[config.mk]
export PLATFORM = sky130hd
export DESIGN_NAME = sound_arbiter
export DESIGN_NICKNAME = d
export VERILOG_FILES = /design/src/rtl/sound_pkg.sv /design/src/rtl/sound_timer.sv /design/src/rtl/sound_arbiter.sv
export SDC_FILE = /design/constraint.sdc
export NUM_CORES = 1
export LEC_CHECK = 0
export CORE_MARGIN = 1.5
export CORE_UTILIZATION = 57
export DETAILED_ROUTE_END_ITERATION = 8
export PLACE_DENSITY = 0.86
export SYNTH_ARGS = -nofsm -noshare
export SYNTH_HDL_FRONTEND = slang
export SYNTH_SLANG_ARGS = --single-unit
[constraint.sdc]
create_clock -name clk -period 2.9 [get_ports clk]
set_clock_uncertainty 0.15 [all_clocks]
set_input_delay 0.58 -clock clk [delete_from_list [all_inputs] [get_ports clk]]
set_output_delay 0.58 -clock clk [all_outputs]
set_load 0.01 [all_outputs]
[src/rtl/sound_pkg.sv]
// rtl/sound_pkg.sv - shared types and helpers for the speaker arbiter
package sound_pkg;

    localparam int DUR_W = 24;

    typedef enum logic [1:0] {
        NONE  = 2'd0,
        SCORE = 2'd1,
        JUMP  = 2'd2,
        OVER  = 2'd3
    } owner_t;

    typedef enum logic [1:0] {
        IDLE,
        START,
        PLAY,
        GAP
    } arb_state_t;

    // Pending-flag bit for a source: bit0 score, bit1 jump, bit2 over.
    function automatic logic [2:0] src_bit(input owner_t o);
        case (o)
            SCORE:   return 3'b001;
            JUMP:    return 3'b010;
            OVER:    return 3'b100;
            default: return 3'b000;
        endcase
    endfunction

endpackage

[src/rtl/sound_timer.sv]
// rtl/sound_timer.sv - loadable down-counter that parks at zero
module sound_timer
    import sound_pkg::*;
(
    input  logic             clk,
    input  logic             rst_n,
    input  logic             load,
    input  logic [DUR_W-1:0] load_value,
    output logic [DUR_W-1:0] value,
    output logic             zero
);

    assign zero = (value == '0);

    always_ff @(posedge clk or negedge rst_n) begin
        if (!rst_n) begin
            value <= '0;
        end else if (load) begin
            value <= load_value;
        end else if (!zero) begin
            value <= value - DUR_W'(1);
        end
    end

endmodule

[src/rtl/sound_arbiter.sv]
// rtl/sound_arbiter.sv - grants the speaker to one of three sound players
module sound_arbiter
    import sound_pkg::*;
#(
    parameter int OVER_CYCLES  = 6_400_000,
    parameter int JUMP_CYCLES  = 5_000_000,
    parameter int SCORE_CYCLES = 2_500_000,
    parameter int GAP_CYCLES   = 500_000
) (
    input  logic       clk,
    input  logic       rst_n,
    input  logic       req_over,
    input  logic       req_jump,
    input  logic       req_score,
    input  logic       wave_over,
    input  logic       wave_jump,
    input  logic       wave_score,
    input  logic       mute,
    output logic       start_over,
    output logic       start_jump,
    output logic       start_score,
    output logic [1:0] owner,
    output logic       busy,
    output logic       audio_out
);

    localparam int DUR_MAX = (1 << DUR_W) - 1;

    if (OVER_CYCLES < 1 || OVER_CYCLES > DUR_MAX || JUMP_CYCLES < 1 || JUMP_CYCLES > DUR_MAX ||
        SCORE_CYCLES < 1 || SCORE_CYCLES > DUR_MAX || GAP_CYCLES < 0 || GAP_CYCLES > DUR_MAX) begin : g_bad_param
        $error("sound_arbiter: duration parameter out of range");
    end

    // Counter holds N-1 so that reaching zero marks the last cycle of the phase.
    localparam logic [DUR_W-1:0] OVER_M1  = DUR_W'(OVER_CYCLES - 1);
    localparam logic [DUR_W-1:0] JUMP_M1  = DUR_W'(JUMP_CYCLES - 1);
    localparam logic [DUR_W-1:0] SCORE_M1 = DUR_W'(SCORE_CYCLES - 1);
    localparam logic [DUR_W-1:0] GAP_M1   = (GAP_CYCLES == 0) ? '0 : DUR_W'(GAP_CYCLES - 1);

    arb_state_t       state, state_n;
    owner_t           owner_q, owner_n, grant, hi;
    logic [2:0]       pending, pending_n, owner_mask, clear_mask;
    logic             timer_load, timer_zero, wave_sel;
    logic [DUR_W-1:0] load_value, timer_value;

    sound_timer u_timer (
        .clk        (clk),
        .rst_n      (rst_n),
        .load       (timer_load),
        .load_value (load_value),
        .value      (timer_value),
        .zero       (timer_zero)
    );

    always_comb begin
        hi = NONE;
        if (pending[2])      hi = OVER;
        else if (pending[1]) hi = JUMP;
        else if (pending[0]) hi = SCORE;
    end

    always_comb begin
        state_n    = state;
        owner_n    = owner_q;
        grant      = NONE;
        timer_load = 1'b0;
        load_value = '0;
        case (state)
            IDLE:  grant = hi;
            START: begin
                state_n    = PLAY;
                timer_load = 1'b1;
                case (owner_q)
                    OVER:    load_value = OVER_M1;
                    JUMP:    load_value = JUMP_M1;
                    SCORE:   load_value = SCORE_M1;
                    default: load_value = '0;
                endcase
            end
            PLAY: begin
                if (hi > owner_q) begin
                    grant = hi;
                end else if (timer_zero) begin
                    owner_n = NONE;
                    if (GAP_CYCLES == 0) begin
                        state_n = IDLE;
                    end else begin
                        state_n    = GAP;
                        timer_load = 1'b1;
                        load_value = GAP_M1;
                    end
                end
            end
            GAP:     if (timer_zero) state_n = IDLE;
            default: state_n = IDLE;
        endcase
        if (grant != NONE) begin
            state_n = START;
            owner_n = grant;
        end
        // Re-requests of the playing source are dropped; an OVER grant flushes the queue.
        owner_mask = (state == START || state == PLAY) ? src_bit(owner_q) : 3'b000;
        clear_mask = (grant == OVER) ? 3'b111 : src_bit(grant);
        pending_n  = (pending | ({req_over, req_jump, req_score} & ~owner_mask)) & ~clear_mask;
    end

    always_ff @(posedge clk or negedge rst_n) begin
        if (!rst_n) begin
            state   <= IDLE;
            owner_q <= NONE;
            pending <= '0;
        end else begin
            state   <= state_n;
            owner_q <= owner_n;
            pending <= pending_n;
        end
    end

    always_comb begin
        case (owner_q)
            OVER:    wave_sel = wave_over;
            JUMP:    wave_sel = wave_jump;
            SCORE:   wave_sel = wave_score;
            default: wave_sel = 1'b0;
        endcase
    end

    always_ff @(posedge clk or negedge rst_n) begin
        if (!rst_n) begin
            audio_out <= 1'b0;
        end else if (state == START || state == PLAY) begin
            audio_out <= !mute && wave_sel;
        end else begin
            audio_out <= 1'b0;
        end
    end

    assign start_over  = (state == START) && (owner_q == OVER);
    assign start_jump  = (state == START) && (owner_q == JUMP);
    assign start_score = (state == START) && (owner_q == SCORE);
    assign owner       = owner_q;
    assign busy        = (state != IDLE);

endmodule

==> metrics.md, run 1 <==
| Metric | Value |
|---|---|
| Power density relative to cell area | `1070 nW/µm²` |
| CTS clock-pin slew for the worst setup and hold paths | `100 ps` |
| Max Cap Violations | `0` |
| Simple-gate portion of the synthesized area | `0.263` |
| DP Cell Count | `274` |
| Core footprint | `3130 µm²` |
| ANT cells | `0` |
| Pre-CTS setup slack | `304 ps` |
| Placed Instance Area | `2160 µm²` |
| Complex-gate fraction of the synthesized area | `0.115` |
| Sequential group share of total power | `0.365` |
| Dominant cells by area after synthesis | `sky130_fd_sc_hd__dfrtp_1 (42%), sky130_fd_sc_hd__ha_1 (8.4%), sky130_fd_sc_hd__xnor2_1 (5.4%)` |
| Main combinational cell family by area after synthesis | `simple AND/OR/NAND/NOR gates` |
| Nets@finish | `259` |
| Filler cells | `236` |
| Rows | `20` |
| WL final | `4.30 mm` |
| Die X-Extent | `61.2 µm` |
| Final cell count without fillers | `281` |
| Setup tns final | `0 ps` |
| Number of sinks handled by clock tree synthesis | `32` |
| Setup Crit Path Kind | `reg2reg` |
| Internal power contribution | `1.32 mW` |
| Routability cong. | `0.949` |
| Worst-path fanout max | `10` |
| Number of input and output port buffers inserted | `15` |
| Post-route DRC | `0` |
| Area share of the largest cell type after synthesis | `0.415` |
| Post-Layout Inst Area | `2230 µm²` |
| Portion of total power attributed to the clock network | `0.119` |
| Required time reported for the critical path endpoint | `2950 ps` |
| Aggregate global-route resource usage | `0.269` |
| CTS-repair resized insts | `0` |
| Y dimension of the die | `61.2 µm` |
| TritonCTS clock tree | `done` |
| Insertion delay to the later sink of the worst-skew pair | `320 ps` |
| Average detailed-routed wire length per instance | `15.3 µm` |
| Total area of sequential cells | `801 µm²` |
| Unique cell type count in the Yosys netlist | `42` |
| Sequential element share of the synthesized area | `0.415` |
| Synthesized net count | `234` |
| Drt initial violations | `85` |
| Highest attainable clock frequency | `0.382 GHz` |
| Max-slew violation count | `0` |
| Pin count of the biggest net entering global routing | `33` |
| Combinational share of power | `0.515` |
| Actual transition at the worst max-transition pin | `530 ps` |
| Wire length of the first global-routing pass | `7.22 mm` |
| Gate Count Post-Synth | `212` |
| Period minus WS final | `2620 ps` |
| Antenna violations before repair | `0` |
| Library cell occupying the most area in the post-synthesis netlist | `sky130_fd_sc_hd__dfrtp_1` |
| Multiplexer share of the synthesized area | `0.0214` |
| Total congestion overflow after global routing | `0` |
| Number of flops mapped to enable cells by yosys | `0` |
| Headroom to the max-slew limit | `0.643` |
| CTS Hold Bufs | `0` |
| Endpoints failing hold | `0` |
| Standby leakage power | `0.922 nW` |
| Switching power of the nets | `1.06 mW` |
| Buffers inserted by post-CTS timing repair | `0` |
| Area of combinational cells with multiple inputs | `1080 µm²` |
| Initial standard-cell utilization of the core | `0.617` |
| Adder-Cell Fraction of Synth Area | `0.0843` |
| Outcome | `finished, final reports clean` |
| # H-tree levels | `2` |
| Maximum root-to-sink buffer count | `2` |
| # setup viols final | `0` |
| Final Worst Setup Slack | `285 ps` |
| Layout-stage area growth over the synthesis result | `15.4%` |
| Arrival time worst endpoint | `2670 ps` |
| Xor/xnor cell area share of the yosys netlist | `0.0772` |
| Max rail drop VDD | `0.000673 V` |
| Post-Synthesis Cell Area | `1930 µm²` |
| Crit start category | `flip-flop` |
| Ratio of final minimum period to clock period | `0.902` |
| Final antenna-violating net count | `0` |
| Layout cell share with drive strength beyond 1 | `0.0928` |
| Die area | `3740 µm²` |
| Vias | `1623` |
| Synth async-reset ratio | `1.00` |
| I/O Pins | `16` |
| Vias in the first global route | `1537` |
| #FFs+latches synth | `32` |
| Post-Synthesis Mean Instance Area | `9.10 µm²` |
| Detailed placement HPWL | `3.24 mm` |
| Crit path capture type | `flip-flop` |
| Predominant post-synthesis flop cell | `sky130_fd_sc_hd__dfrtp_1` |
| First-pass DRT Iterations | `4` |
| Num CTS Buffers | `5` |
| Yosys warns | `0` |
| Net switching fraction of the power | `0.446` |
| Classification of the worst-slack hold path | `reg2reg` |
| Mean number of vias per cell | `5.78` |
| RSZ-0062 raised after global routing | `no` |
| Clock tree root buffer cell | `sky130_fd_sc_hd__clkbuf_4` |
==> per-layer routing <==
layer | vias to the layer above | GRT usage | share of wire
li1 | 790 | - | -
met1 | 775 | 0.371 | 0.46
met2 | 54 | 0.427 | 0.47
met3 | 4 | 0.0651 | 0.058
met4 | 0 | 0.0714 | 0.0067
met5 | - | 0 | 0
==> cell usage in the layout, fill, tap and decap left out, types with 4 or more instances in the layout <==
cell / n
sky130_fd_sc_hd__xor2_1: 5
sky130_fd_sc_hd__inv_1: 11
sky130_fd_sc_hd__clkbuf_4: 5
sky130_fd_sc_hd__xnor2_1: 12
sky130_fd_sc_hd__nor2_1: 26
sky130_fd_sc_hd__dfrtp_1: 32
sky130_fd_sc_hd__a21oi_1: 10
sky130_fd_sc_hd__clkdlybuf4s50_1: 15
sky130_fd_sc_hd__nor3_1: 8
sky130_fd_sc_hd__and2_1: 4
sky130_fd_sc_hd__nand3_1: 4
sky130_fd_sc_hd__or3_1: 6
sky130_fd_sc_hd__nand2_1: 20
sky130_fd_sc_hd__o21ai_0: 19
sky130_fd_sc_hd__buf_4: 4
sky130_fd_sc_hd__ha_1: 13
==> per-stage QoR <==
step	total power, mW	util	hold WS (ps)
floorplan	1.69	-	134
global placement	2.04	0.691	363
detailed placement	2.08	0.691	378
CTS	2.37	0.712	402
global route	2.57	0.712	427
finish	2.37	0.712	408
==> power by group through the flow <==
| stage | clock [mW] | combinational, mW | sequential, mW |
|---|---|---|---|
| after floorplan | 0 | 0.864 | 0.828 |
| after CTS | 0.289 | 1.22 | 0.864 |
| after detailed placement | 0 | 1.21 | 0.872 |
| after global routing | 0.309 | 1.36 | 0.898 |
| final | 0.283 | 1.22 | 0.868 |
| after global placement | 0 | 1.18 | 0.859 |
==> registers in the layout, indices dropped and copies added (netlist names) <==
register / flops
pending: 3
owner: 2
audio_out: 1
u_timer.value: 24
state: 2
==> Yosys cell counts, types with 2 or more instances <==
cell	number
sky130_fd_sc_hd__dfrtp_1	32
sky130_fd_sc_hd__nor2_1	26
sky130_fd_sc_hd__ha_1	13
sky130_fd_sc_hd__nand2_1	20
sky130_fd_sc_hd__nor4_1	2
sky130_fd_sc_hd__a31oi_1	3
sky130_fd_sc_hd__xor2_1	5
sky130_fd_sc_hd__nand4_1	3
sky130_fd_sc_hd__or4_1	2
sky130_fd_sc_hd__mux2i_1	3
sky130_fd_sc_hd__or2_2	2
sky130_fd_sc_hd__nor3b_1	3
sky130_fd_sc_hd__o21ai_0	19
sky130_fd_sc_hd__nor3_1	8
sky130_fd_sc_hd__xnor2_1	12
sky130_fd_sc_hd__and2_1	4
sky130_fd_sc_hd__or3_1	6
sky130_fd_sc_hd__inv_1	11
sky130_fd_sc_hd__nand3_1	4
sky130_fd_sc_hd__nor4_2	3
sky130_fd_sc_hd__a21oi_1	10
==> cell type report <==
cell class	count	area share
Inverter	11	0.0185
Timing Repair Buffer	19	0.0809
Tap cell	44	0.0247
Sequential cell	32	0.360
Clock buffer	7	0.0292
Multi-Input combinational cell	168	0.487
==> critical path: stages, from the launching register on <==
cell and delay (ps):
sky130_fd_sc_hd__dfrtp_1 430, sky130_fd_sc_hd__nor4_2 490, sky130_fd_sc_hd__nand4_1 240, sky130_fd_sc_hd__or4_4 560
sky130_fd_sc_hd__nand2_2 170, sky130_fd_sc_hd__o41ai_1 80, sky130_fd_sc_hd__or3b_1 380
==> worst paths after layout <==
| kind | start | cells past startpoint | to | slack, ps |
|---|---|---|---|---|
| min in group asynchronous | rst_n | 2 | u_timer.value[2] | 500 |
| max in group asynchronous | rst_n | 2 | u_timer.value[13] | 1810 |
| worst max-delay path | u_timer.value[4] | 6 | u_timer.value[13] | 280 |
| worst max register to register | u_timer.value[4] | 6 | u_timer.value[13] | 280 |
| worst min-delay path | pending[0] | 2 | pending[0] | 410 |
| worst min register to register | pending[0] | 2 | pending[0] | 410 |
==> kinds of logic after synthesis <==
kind of cell | Yosys count
AOI/OAI and AO/OA | 39
xor gates and xnor gates | 17
adders and majority gates | 13
buffers and inverters | 12
DFF | 32
muxes | 4
and+or+nand+nor | 95
No activity file was read; power rests on OpenSTA's default activity.
==> run 2, diff against run 1 <==
--- a/config.mk
+++ b/config.mk
@@ -7,8 +7,10 @@
 export LEC_CHECK = 0
 export CORE_MARGIN = 1.5
 export CORE_UTILIZATION = 57
+export CTS_BUF_LIST = sky130_fd_sc_hd__clkbuf_8 sky130_fd_sc_hd__clkbuf_16
+export CTS_CLUSTER_DIAMETER = 120
 export DETAILED_ROUTE_END_ITERATION = 8
-export PLACE_DENSITY = 0.86
+export PLACE_DENSITY_LB_ADDON = 0.12
 export SYNTH_ARGS = -nofsm -noshare
 export SYNTH_HDL_FRONTEND = slang
 export SYNTH_SLANG_ARGS = --single-unit
==> run 2 against run 1 <==
Flip-flop and latch count unchanged. Sequential share of layout area down 0.16 points. Critical path depth up 3. Combinational power about the same. Count of clock-buffer cells in the layout down 1. Fmax down 1.0%. Worst hold slack worse by 5.3 ps. Global-route usage up 0.16 points. Final area up 0.45%. Critical endpoint is now u_timer.value[5]. Largest cell class unchanged.
==> metrics.md, run 2 (synthesis results as in run 1) <==
| Metric | Value |
|---|---|
| Arrival time worst endpoint | `2690 ps (+20 ps)` |
| Headroom to the max-slew limit | `0.563 (-0.0803)` |
| CTS Hold Bufs | `0 (unchanged)` |
| R2R Path Start | `pending[1]` |
| Buffers inserted by post-CTS timing repair | `0 (unchanged)` |
| Most common cell after layout, fill and taps aside | `sky130_fd_sc_hd__dfrtp_1` |
| # setup viols final | `0 (unchanged)` |
| Antenna violations before repair | `0 (unchanged)` |
| Total congestion overflow after global routing | `0 (unchanged)` |
| CTS clock-pin slew for the worst setup and hold paths | `70 ps (-30 ps)` |
| Wire length of the first global-routing pass | `7.31 mm (+1.3%)` |
| Ratio of final minimum period to clock period | `0.911 (+0.00952)` |
| Power density relative to cell area | `1100 nW/µm² (+2.9%)` |
| Final antenna-violating net count | `0 (unchanged)` |
| Actual transition at the worst max-transition pin | `649 ps (+119 ps)` |
| Insertion delay to the later sink of the worst-skew pair | `290 ps (-30 ps)` |
| Routability cong. | `0.976 (+2.9%)` |
| Clock tree root buffer cell | `sky130_fd_sc_hd__clkbuf_8` |
| I/O Pins | `16 (unchanged)` |
| Worst hold slack | `402 ps (-5.32 ps)` |
| Max-slew violation count | `0 (unchanged)` |
| Drt initial violations | `124 (+46%)` |
| RSZ-0062 raised after global routing | `no` |
| Standby leakage power | `0.928 nW (+0.64%)` |
| TritonCTS clock tree | `done` |
| First-pass DRT Iterations | `4 (unchanged)` |
| Source of the critical timing path | `pending[1]` |
| Core footprint | `3130 µm² (unchanged)` |
| Post-Layout Inst Area | `2240 µm² (+0.45%)` |
| # H-tree levels | `2 (unchanged)` |
| Y dimension of the die | `61.2 µm (unchanged)` |
| Number of flip-flops under the largest register name | `24 (unchanged)` |
| Crit path capture type | `flip-flop` |
| Placed Instance Area | `2150 µm² (-0.69%)` |
| Layout cell share with drive strength beyond 1 | `0.0805 (-0.0123)` |
| Maximum root-to-sink buffer count | `2 (unchanged)` |
| Rows | `20 (unchanged)` |
| Outcome | `finished, final reports clean` |
| Num CTS Buffers | `5 (unchanged)` |
| Endpoint with the worst hold slack | `pending[0]` |
| WL final | `4.45 mm (+3.4%)` |
| Pin count of the biggest net entering global routing | `33 (unchanged)` |
| Detailed placement HPWL | `3.31 mm (+2.4%)` |
| R2R cell count | `9 (+3)` |
| Biggest registers after layout | `u_timer.value x24, pending x3` |
| Max rail drop VDD | `0.000728 V (+8.2%)` |
| Classification of the worst-slack hold path | `reg2reg` |
| Average detailed-routed wire length per instance | `15.9 µm (+3.8%)` |
| Worst-path fanout max | `7 (-3)` |
| Vias | `1657 (+2.1%)` |
| Worst flop-to-flop path endpoint | `u_timer.value[5]` |
| Count of cells along the worst hold path | `2 (unchanged)` |
| Number of input and output port buffers inserted | `15 (unchanged)` |
| Required time reported for the critical path endpoint | `2950 ps (about the same)` |
| Number of sinks handled by clock tree synthesis | `32 (unchanged)` |
| Largest register by flop count | `u_timer.value` |
| ANT cells | `0 (unchanged)` |
| Crit start category | `flip-flop` |
| Die X-Extent | `61.2 µm (unchanged)` |
| Setup tns final | `0 ps (unchanged)` |
| Max Cap Violations | `0 (unchanged)` |
| Vias in the first global route | `1594 (+3.7%)` |
| Die area | `3740 µm² (unchanged)` |
| Initial standard-cell utilization of the core | `0.617 (unchanged)` |
| Post-route DRC | `0 (unchanged)` |
| Endpoints failing hold | `0 (unchanged)` |
| Period minus WS final | `2640 ps (+27.6 ps)` |
| Mean number of vias per cell | `5.92 (+2.5%)` |
| Startpoint of the most critical hold path | `pending[0]` |
| Layout-stage area growth over the synthesis result | `15.9%` |
| Most used cells in the layout excluding fill and tap cells | `sky130_fd_sc_hd__dfrtp_1 (32), sky130_fd_sc_hd__nor2_1 (26), sky130_fd_sc_hd__nand2_1 (20)` |
| Highest attainable clock frequency | `0.378 GHz (-1.0%)` |
| Setup Crit Path Kind | `reg2reg` |
| CTS-repair resized insts | `0 (unchanged)` |
| Nets@finish | `257 (-0.77%)` |
| Aggregate global-route resource usage | `0.271 (+0.00157)` |
| Reg-to-reg setup timing slack | `260 ps (-30 ps)` |
-- run 2: cell types whose count changed in the layout (fill, tap and decap cells not counted), sizes merged --
cell,delta
buf,-2
clkbuf,-1
inv,+2
-- run 2: how the worst max path moves through the flow --
stage,end,slack (ps),depth (start not counted)
finish,u_timer.value[5],260,9
global route,u_timer.value[5],80,9
CTS,u_timer.value[5],270,6
detailed placement,u_timer.value[13],320,6
global placement,u_timer.value[13],350,6
floorplan,u_timer.value[13],490,6
-- run 2: final cells by class --
cell class	count	area, µm²
Clock buffer	6	82.6
Inverter	11	41.3
Timing Repair Buffer	17	165
Multi-Input combinational cell	168	1080
Clock inverter	2	7.51
Tap cell	44	55.1
Sequential cell	32	801
Fill cell	232	892
-- run 2: worst max-delay path, cell delays in order, from the launching register on --
cell                      delay (ps)
sky130_fd_sc_hd__dfrtp_1         410
sky130_fd_sc_hd__nor2_1          150
sky130_fd_sc_hd__inv_1            60
sky130_fd_sc_hd__ha_1            290
sky130_fd_sc_hd__nor2b_1         140
sky130_fd_sc_hd__o21ai_0         390
sky130_fd_sc_hd__nand3_1         220
sky130_fd_sc_hd__nor2_2          330
sky130_fd_sc_hd__nor2_1          180
sky130_fd_sc_hd__a31oi_1         250
-- run 2: metrics by stage --
step           setup slack, ps  utilization  power (mW)  cells
6_report                   257        0.715        2.45    280
5_1_grt                   78.5        0.715        2.65    280
4_1_cts                    274        0.715        2.45    280
3_5_place_dp               320        0.686        2.09    272
3_3_place_gp               354        0.686        2.04    272
2_1_floorplan              491            -        1.69    212
-- run 2: metal layers --
metal / GRT usage / share of wire / vias to the layer above / wire length [µm]
li1: - / - / 789 / -
met1: 0.345 / 0.43 / 815 / 1930
met2: 0.441 / 0.49 / 40 / 2190
met3: 0.0630 / 0.047 / 13 / 210
met4: 0.115 / 0.025 / 0 / 112
met5: 0 / 0 / - / 0
-- run 2: power by group --
part | total [mW] | leakage, nW | internal, mW | switching, mW
logic | 1.24 | 0.487 | 0.525 | 0.713
clock network | 0.346 | 0.0538 | 0.186 | 0.160
registers | 0.869 | 0.387 | 0.654 | 0.215
